## src/rtl/seg_carry_adder.sv

```systemverilog
// Digit-serial ripple-carry adder: one SEG_W-bit segment per clock, carry held in c_q.
// Optional subtract mode is enabled by defining SEG_CARRY_ADDER_SUB_EN.
module seg_carry_adder #(
  parameter int WIDTH = 16,
  parameter int SEG_W = 4
) (
  input  logic             clk,
  input  logic             rst,
  input  logic             in_valid,
  output logic             in_ready,
  input  logic [WIDTH-1:0] a,
  input  logic [WIDTH-1:0] b,
  input  logic             cin,
`ifdef SEG_CARRY_ADDER_SUB_EN
  input  logic             sub,
`endif
  output logic             out_valid,
  input  logic             out_ready,
  output logic [WIDTH-1:0] sum,
  output logic             cout,
  output logic             ovf,
  output logic             busy
);

  localparam int NSEG   = WIDTH / SEG_W;
  localparam int SIDX_W = (NSEG > 1) ? $clog2(NSEG) : 1;
  localparam logic [SIDX_W-1:0] LAST_IDX = SIDX_W'(NSEG - 1);

  typedef enum logic [1:0] {IDLE = 2'd0, RUN = 2'd1, DONE = 2'd2} state_t;

  state_t              state_q, state_d;
  logic [WIDTH-1:0]    a_q, b_q;
  logic [WIDTH-1:0]    sum_q, sum_d;
  logic [SIDX_W-1:0]   seg_idx_q;
  logic                c_q;
  logic                cout_q, ovf_q, out_valid_q;

  logic [SEG_W-1:0]    a_seg [NSEG];
  logic [SEG_W-1:0]    b_seg [NSEG];
  logic [SEG_W-1:0]    a_cur, b_cur, seg_sum;
  logic [SEG_W:0]      carry;
  logic                last_seg;
  logic                accept;
  logic [WIDTH-1:0]    b_eff;
  logic                c_eff;

  // In subtract mode the operand is stored pre-inverted so RUN only ever adds.
`ifdef SEG_CARRY_ADDER_SUB_EN
  assign b_eff = sub ? ~b : b;
  assign c_eff = sub ? 1'b1 : cin;
`else
  assign b_eff = b;
  assign c_eff = cin;
`endif

  genvar gi;
  generate
    for (gi = 0; gi < NSEG; gi++) begin : g_seg
      assign a_seg[gi] = a_q[gi*SEG_W +: SEG_W];
      assign b_seg[gi] = b_q[gi*SEG_W +: SEG_W];
    end
  endgenerate

  assign a_cur    = a_seg[seg_idx_q];
  assign b_cur    = b_seg[seg_idx_q];
  assign carry[0] = c_q;

  generate
    for (gi = 0; gi < SEG_W; gi++) begin : g_ripple
      assign seg_sum[gi]  = a_cur[gi] ^ b_cur[gi] ^ carry[gi];
      assign carry[gi+1]  = (a_cur[gi] & b_cur[gi]) | (carry[gi] & (a_cur[gi] ^ b_cur[gi]));
    end
  endgenerate

  assign last_seg = (seg_idx_q == LAST_IDX);
  assign accept   = (state_q == IDLE) && in_valid && !rst;

  always_comb begin
    sum_d = sum_q;
    for (int i = 0; i < NSEG; i++) begin
      if (seg_idx_q == SIDX_W'(i)) begin
        sum_d[i*SEG_W +: SEG_W] = seg_sum;
      end
    end
  end

  // FSM: state register
  always_ff @(posedge clk) begin
    if (rst) state_q <= IDLE;
    else     state_q <= state_d;
  end

  // FSM: next state
  always_comb begin
    state_d = state_q;
    case (state_q)
      IDLE:    if (in_valid)  state_d = RUN;
      RUN:     if (last_seg)  state_d = DONE;
      DONE:    if (out_ready) state_d = IDLE;
      default: state_d = IDLE;
    endcase
  end

  // FSM: outputs
  always_comb begin
    in_ready  = (state_q == IDLE) && !rst;
    busy      = (state_q == RUN) || (state_q == DONE);
    out_valid = out_valid_q;
    sum       = sum_q;
    cout      = cout_q;
    ovf       = ovf_q;
  end

  always_ff @(posedge clk) begin
    if (rst) begin
      a_q         <= '0;
      b_q         <= '0;
      sum_q       <= '0;
      seg_idx_q   <= '0;
      c_q         <= 1'b0;
      cout_q      <= 1'b0;
      ovf_q       <= 1'b0;
      out_valid_q <= 1'b0;
    end else begin
      case (state_q)
        IDLE: begin
          if (accept) begin
            a_q       <= a;
            b_q       <= b_eff;
            c_q       <= c_eff;
            seg_idx_q <= '0;
            sum_q     <= '0;
          end
        end
        RUN: begin
          sum_q <= sum_d;
          c_q   <= carry[SEG_W];
          if (last_seg) begin
            // carry[SEG_W-1] of the top segment is the carry into bit WIDTH-1
            seg_idx_q   <= '0;
            cout_q      <= carry[SEG_W];
            ovf_q       <= carry[SEG_W] ^ carry[SEG_W-1];
            out_valid_q <= 1'b1;
          end else begin
            seg_idx_q <= seg_idx_q + 1'b1;
          end
        end
        DONE: begin
          if (out_ready) out_valid_q <= 1'b0;
        end
        default: ;
      endcase
    end
  end

endmodule

```

## config.mk

```make
export PLATFORM = sky130hd
export DESIGN_NAME = seg_carry_adder
export DESIGN_NICKNAME = d
export VERILOG_FILES = /design/src/rtl/seg_carry_adder.sv
export SDC_FILE = /design/constraint.sdc
export NUM_CORES = 1
export LEC_CHECK = 0
export CAP_MARGIN = 20
export CORE_ASPECT_RATIO = 1.5
export CORE_MARGIN = 2
export CORE_UTILIZATION = 30
export DETAILED_ROUTE_END_ITERATION = 8
export GPL_TIMING_DRIVEN = 0
export SLEW_MARGIN = 10
export SYNTH_ARGS = -nofsm -noshare
export SYNTH_HDL_FRONTEND = slang
export SYNTH_SLANG_ARGS = --single-unit
```

## constraint.sdc

```tcl
create_clock -name clk -period 9.85 [get_ports clk]
set_input_delay 1.4775 -clock clk [delete_from_list [all_inputs] [get_ports clk]]
set_output_delay 1.4775 -clock clk [all_outputs]
set_load 0.03 [all_outputs]
```

* Word level (Yosys, flattened, before mapping)
Index checks and enable logic that the tools add are counted.
Operators by class: $lt $le $gt $ge 1, equal/unequal tests 12, multiplexer cells 24, divide/modulo/power cells 0, multipliers 0, bitwise gates (word level) 22, reductions and logical operators 18, shift operators 0, $add $sub $neg 1
Operators with widths (number):
- 4-bit 2-to-1 mux | 8
- 16-bit one-hot mux with 2 select lines | 1
- 3-bit AND reduction | 6
- 4-bit binary-select mux with 2-bit select | 2
- 16-bit 2-to-1 mux | 1
- 2-bit inequality test (second input constant) | 7
- 2-bit 2-to-1 mux | 5
- 1-bit XOR | 9
- 1-bit AND | 8
- 2-bit == test (second input constant) | 3
- 2-bit one-hot mux with 3 select lines | 1
- 2-bit AND reduction | 3
- 2-bit by 1-bit == test with 1-bit output (second input constant) | 2
- 2-bit zero test | 2
- 1-bit OR | 4
- 1-bit one-hot mux with 2 select lines | 2
- 2-bit one-hot mux with 2 select lines | 1
- 2-bit nonzero test | 2
- 3-bit >= comparator (second input constant) | 1
- 1-bit logical AND | 3
- 1-bit 2-to-1 mux | 3
- 2-bit NOT with 3-bit output | 1
- 2-bit by 1-bit adder with 2-bit output (second input constant) | 1
- 1-bit zero test | 1
- 1-bit logical OR | 1
Storage, ports and cells: input bits 37, latch bits 0, word-level logic and storage cells 90, output and inout bits 21, register bits after elaboration 56, memory bits (writable) 0, ROM bits 0, memories 0

* Depth between registers and ports, before layout
Gate-level depths: netlist of the first run.
word-level depth 14, mapped depth 12, depth with buffers taken out 11

* Worst setup path before layout of the first run
Ideal clock, no wire load.
path kind in2out, start in rst, end out in_ready, required time 8.373 ns, slack 6.153 ns, data arrival time 2.219 ns, stages on the path 3, path buffers 2, cells stage by stage buf_2 clkbuf_1 nor2b_1
Between the ends: longest elaborated chain between the ends 2
RTL lines:
- start, declared | line 8 | input logic rst,
- 1-bit zero test | line 106 | in_ready = (state_q == IDLE) && !rst;
- 1-bit logical AND | line 106
- end, declared | line 10 | output logic in_ready,
Every way passes these cells.

* Worst setup path in the final report of the first run
Same ends and word-level chain as after synthesis.

==> metrics.md, run 1 <==
| Metric | Value |
|---|---|
| Final setup vio count | `0` |
| Mux contribution to synthesized area | `12.84%` |
| Commonest non-fill, non-tap cell in the layout | `nand2_1` |
| Mapped Area | `0.002729 mm²` |
| Yosys reg bits | `56` |
| Max Fclk | `233.0 MHz` |
| Via density | `4.701` |
| HP Start | `ovf` |
| Max Cap Viol | `0` |
| Inserted Clock Buffers | `5` |
| Min-Delay Path Depth | `2` |
| Final TNS setup | `0 ns` |
| Synth Area in XOR/XNOR | `0.3210%` |
| Initial Util | `30.91%` |
| Placed insts | `450` |
| Pwr Density | `168.3 mW/mm²` |
| Register area | `0.001121 mm²` |
| Filler instances | `924` |
| Min-delay worst type | `flop to flop` |
| Hold_buf cts | `0` |
| Die width | `81.87 µm` |
| R2R Setup Slk | `6.29 ns` |
| First-pass GRT wire length | `10480 µm` |
| Netlist cell types | `37` |
| Via count | `2153` |
| Slowest CP cell | `clkdlybuf4s50_1` |
| Crit. End Element | `output pin` |
| Root Buffer | `clkbuf_16` |
| CP Cell Sequence | `buf_2 > clkbuf_1 > nor2b_1 > clkdlybuf4s50_1` |
| Slowest stage delay, CP | `0.70 ns` |
| Peak supply drop | `0.07525 mV` |
| Core area | `0.008828 mm²` |
| Synthesis-to-layout area growth | `30.77%` |
| R2R Path End | `sum[7]` |
| Finished Layout Cells | `458` |
| Area of the multi-input gates | `0.001456 mm²` |
| WL/cell | `14.00 µm` |
| Rel. slew slack | `58.28%` |
| Die H | `120.8 µm` |
| Post-route clock period utilization | `43.56%` |
| Final Hold Viols | `0` |
| R2r worst-path depth | `11` |
| Gpl congestion | `0.7814` |
| Total grt overflow | `0` |
| Clk slew on worst S/H paths | `0.07 ns` |
| N_diodes | `0` |
| Startpoint Class | `primary input` |
| Synth Area in Compound Gates | `7.153%` |
| Global router's overall resource usage | `13.71%` |
| Final worst path period need | `4.291 ns` |
| Syn Area/Cell | `9.575 µm²` |
| Clock latency at the later pin of the worst-skew pair | `0.30 ns` |
| Adder-cell share of the synthesized area | `6.144%` |
| Post-layout util | `40.42%` |
| Reg-to-Reg Start | `seg_idx_q[0]` |
| Clk sinks | `56` |
| Simple-gate share of the synthesized area | `26.91%` |
| Largest family of logic cells by synthesized area | `simple AND/OR/NAND/NOR gates` |
| Post-CTS sizing | `0` |
| Total power | `0.6005 mW` |
| Share of layout cells above drive strength 1 | `10.06%` |
| Launch point of the critical path | `rst` |
| Syn Inst Count | `285` |
| Drt drc | `0` |
| Worst Tran Pin Value | `0.6258 ns` |
| Clock Skew | `0.007637 ns` |
| Input/output buffers | `55` |
| Initial antenna violation count | `0` |
| ANT nets after route | `0` |
| Post-synth net total | `333` |
| Post-CTS Setup Inserts | `0` |
| TritonCTS clock tree | `done` |
| Leak | `1.475 nW` |
| Clock Path Buffers | `2` |
| Drt total wl | `6413 µm` |
| 1st-pass router iterations | `4` |
| Crit path required time | `8.37 ns` |
| Hold Crit Endpoint | `ovf` |
| Critical path type | `primary input to output pin` |
| Worst EP arrival | `2.81 ns` |
| Crit-path max FO | `10` |
| Seq/Total Area, Yosys | `41.08%` |
| Largest net degree at the start of global routing | `20` |
| Die area | `0.009891 mm²` |
| Row cnt | `42` |
| Final Max Tran Viols | `0` |
| H-tree levels | `2` |
| Total number of yosys warnings | `0` |
| DRT iter0 DRCs | `72` |
| Post-DP HPWL | `4885 µm` |
| Highest-count cells in the layout ignoring fill and taps | `nand2_1, dfxtp_1, clkdlybuf4s50_1, nand3b_1, mux2i_1` |
| Outcome | `completed` |
| Vias in the first global route | `2220` |
| Boundary Pins | `58` |
| RSZ-0062 raised after global routing | `no` |
| Nets | `395` |
## cell usage after synthesis
master | instances | share of area, %
nand2_1 | 66 | 9.1
dfxtp_1 | 56 | 41
nand3b_1 | 35 | 9.6
mux2i_1 | 17 | 6.2
nand2b_1 | 16 | 3.7
inv_1 | 13 | 1.8
clkbuf_1 | 10 | 1.4
mux4_2 | 8 | 6.6
a21oi_1 | 7 | 1.3
buf_2 | 7 | 1.3
ha_1 | 7 | 3.2
fa_1 | 4 | 2.9
o22ai_4 | 4 | 2.9
nor2_1 | 3 | 0.41
nor2b_1 | 3 | 0.69
nor3_1 | 3 | 0.55
or3_1 | 3 | 0.69
a32oi_1 | 2 | 0.64
buf_4 | 2 | 0.55
o31ai_1 | 2 | 0.55
a311oi_1 | 1 | 0.32
a31oi_1 | 1 | 0.23
and2b_2 | 1 | 0.32
and3b_1 | 1 | 0.32
buf_6 | 1 | 0.41
inv_2 | 1 | 0.14
nand3_1 | 1 | 0.18
nor2b_2 | 1 | 0.32
nor3b_1 | 1 | 0.28
o211a_1 | 1 | 0.37
o211ai_1 | 1 | 0.28
o21ai_0 | 1 | 0.18
o31a_2 | 1 | 0.37
or2_2 | 1 | 0.23
or2b_1 | 1 | 0.28
or4_1 | 1 | 0.28
xnor2_1 | 1 | 0.32
## final cells by class
class,instances,area share (%)
inverter,14,1.473
buffer,20,2.770
clock inverter,3,0.7363
multi-input combinational,195,40.81
clock buffer,5,3.506
sequential,56,31.42
tap,110,3.857
timing repair buffer,55,15.43
## routing by layer
| metal | share of wire (%) | up-vias | track usage (%) | wire [µm] |
|---|---|---|---|---|
| met2 | 53 | 44 | 24.90 | 3405 |
| met5 | 0 | - | 0 | 0 |
| met3 | 2.9 | 7 | 1.791 | 187 |
| met1 | 42 | 1022 | 15.76 | 2695 |
| met4 | 1.9 | 0 | 5.313 | 125 |
| li1 | - | 1080 | - | - |
## worst max path at each step
stage	endpoint	slack, ns	cells after the start
after detailed placement	in_ready	5.60	4
after global placement	in_ready	5.59	4
after CTS	in_ready	5.59	4
final	in_ready	5.56	4
after floorplan	in_ready	6.15	3
after global routing	in_ready	5.48	4
## cells by family after synthesis
logic type	count (synthesis)
DFF	56
muxes	25
and+or+nand+nor	137
adders and majority gates	11
AOI/OAI and AO/OA	21
buffers and inverters	34
xor gates and xnor gates	1
## metrics by stage
| stage | cell area [µm²] | setup WS [ns] | hold slack [ns] |
|---|---|---|---|
| 2_1_floorplan | 2729 | 6.153 | 0.4462 |
| 3_3_place_gp | 3417 | 5.586 | 0.4469 |
| 3_5_place_dp | 3417 | 5.604 | 0.4466 |
| 4_1_cts | 3568 | 5.586 | 0.4565 |
| 5_1_grt | 3568 | 5.482 | 0.4851 |
| 6_report | 3568 | 5.559 | 0.4528 |
## critical path, delay by kind of cell
family | cells | cell delay, ns
buf+inv | 3 | 1.10
simple gates | 1 | 0.22
## power breakdown
group / internal (mW) / switching, mW
clock: 0.0962 / 0.0872
sequential: 0.248 / 0.0132
combinational: 0.0738 / 0.0822
total: 0.418 / 0.183
## sequential cells by signal, summed over array words and instances, names as in the netlist
name	flops
sum	16
ovf	1
out_valid	1
state_q	2
a_q	16
b_q	16
c_q	1
seg_idx_q	2
cout	1
No activity file was read; power rests on OpenSTA's default activity.
==> run 2: changes to the inputs <==
Clock period 9.85 ns to 4.1 ns, I/O delays scaled along.
==> results of run 2 <==
The final DEF is identical to that of run 1. Status: completed.
Among the figures that moved: setup slack after placement 5.604 ns -> 0.5417 ns; clock-pin slew on the worst setup and hold paths 0.07 ns -> 0.08 ns; setup slack after layout 5.559 ns -> 0.5403 ns; start point of the critical path rst -> seg_idx_q[0]; end point of the critical path in_ready -> sum[7]; register-to-register setup slack 6.29 ns -> 0.54 ns; total power 0.6005 mW -> 1.443 mW; worst IR drop on VDD 0.07525 mV -> 0.1808 mV
==> run 3: changes to the inputs <==
Settings changed: CAP_MARGIN 20 to 40, CTS_CLUSTER_DIAMETER set to 120.
==> results of run 3 <==
The final DEF is identical to that of run 1. Status: completed.
Among the figures that moved: setup slack after placement 5.604 ns -> 0.5417 ns; clock-pin slew on the worst setup and hold paths 0.07 ns -> 0.08 ns; setup slack after layout 5.559 ns -> 0.5403 ns; start point of the critical path rst -> seg_idx_q[0]; end point of the critical path in_ready -> sum[7]; register-to-register setup slack 6.29 ns -> 0.54 ns; total power 0.6005 mW -> 1.443 mW; worst IR drop on VDD 0.07525 mV -> 0.1808 mV
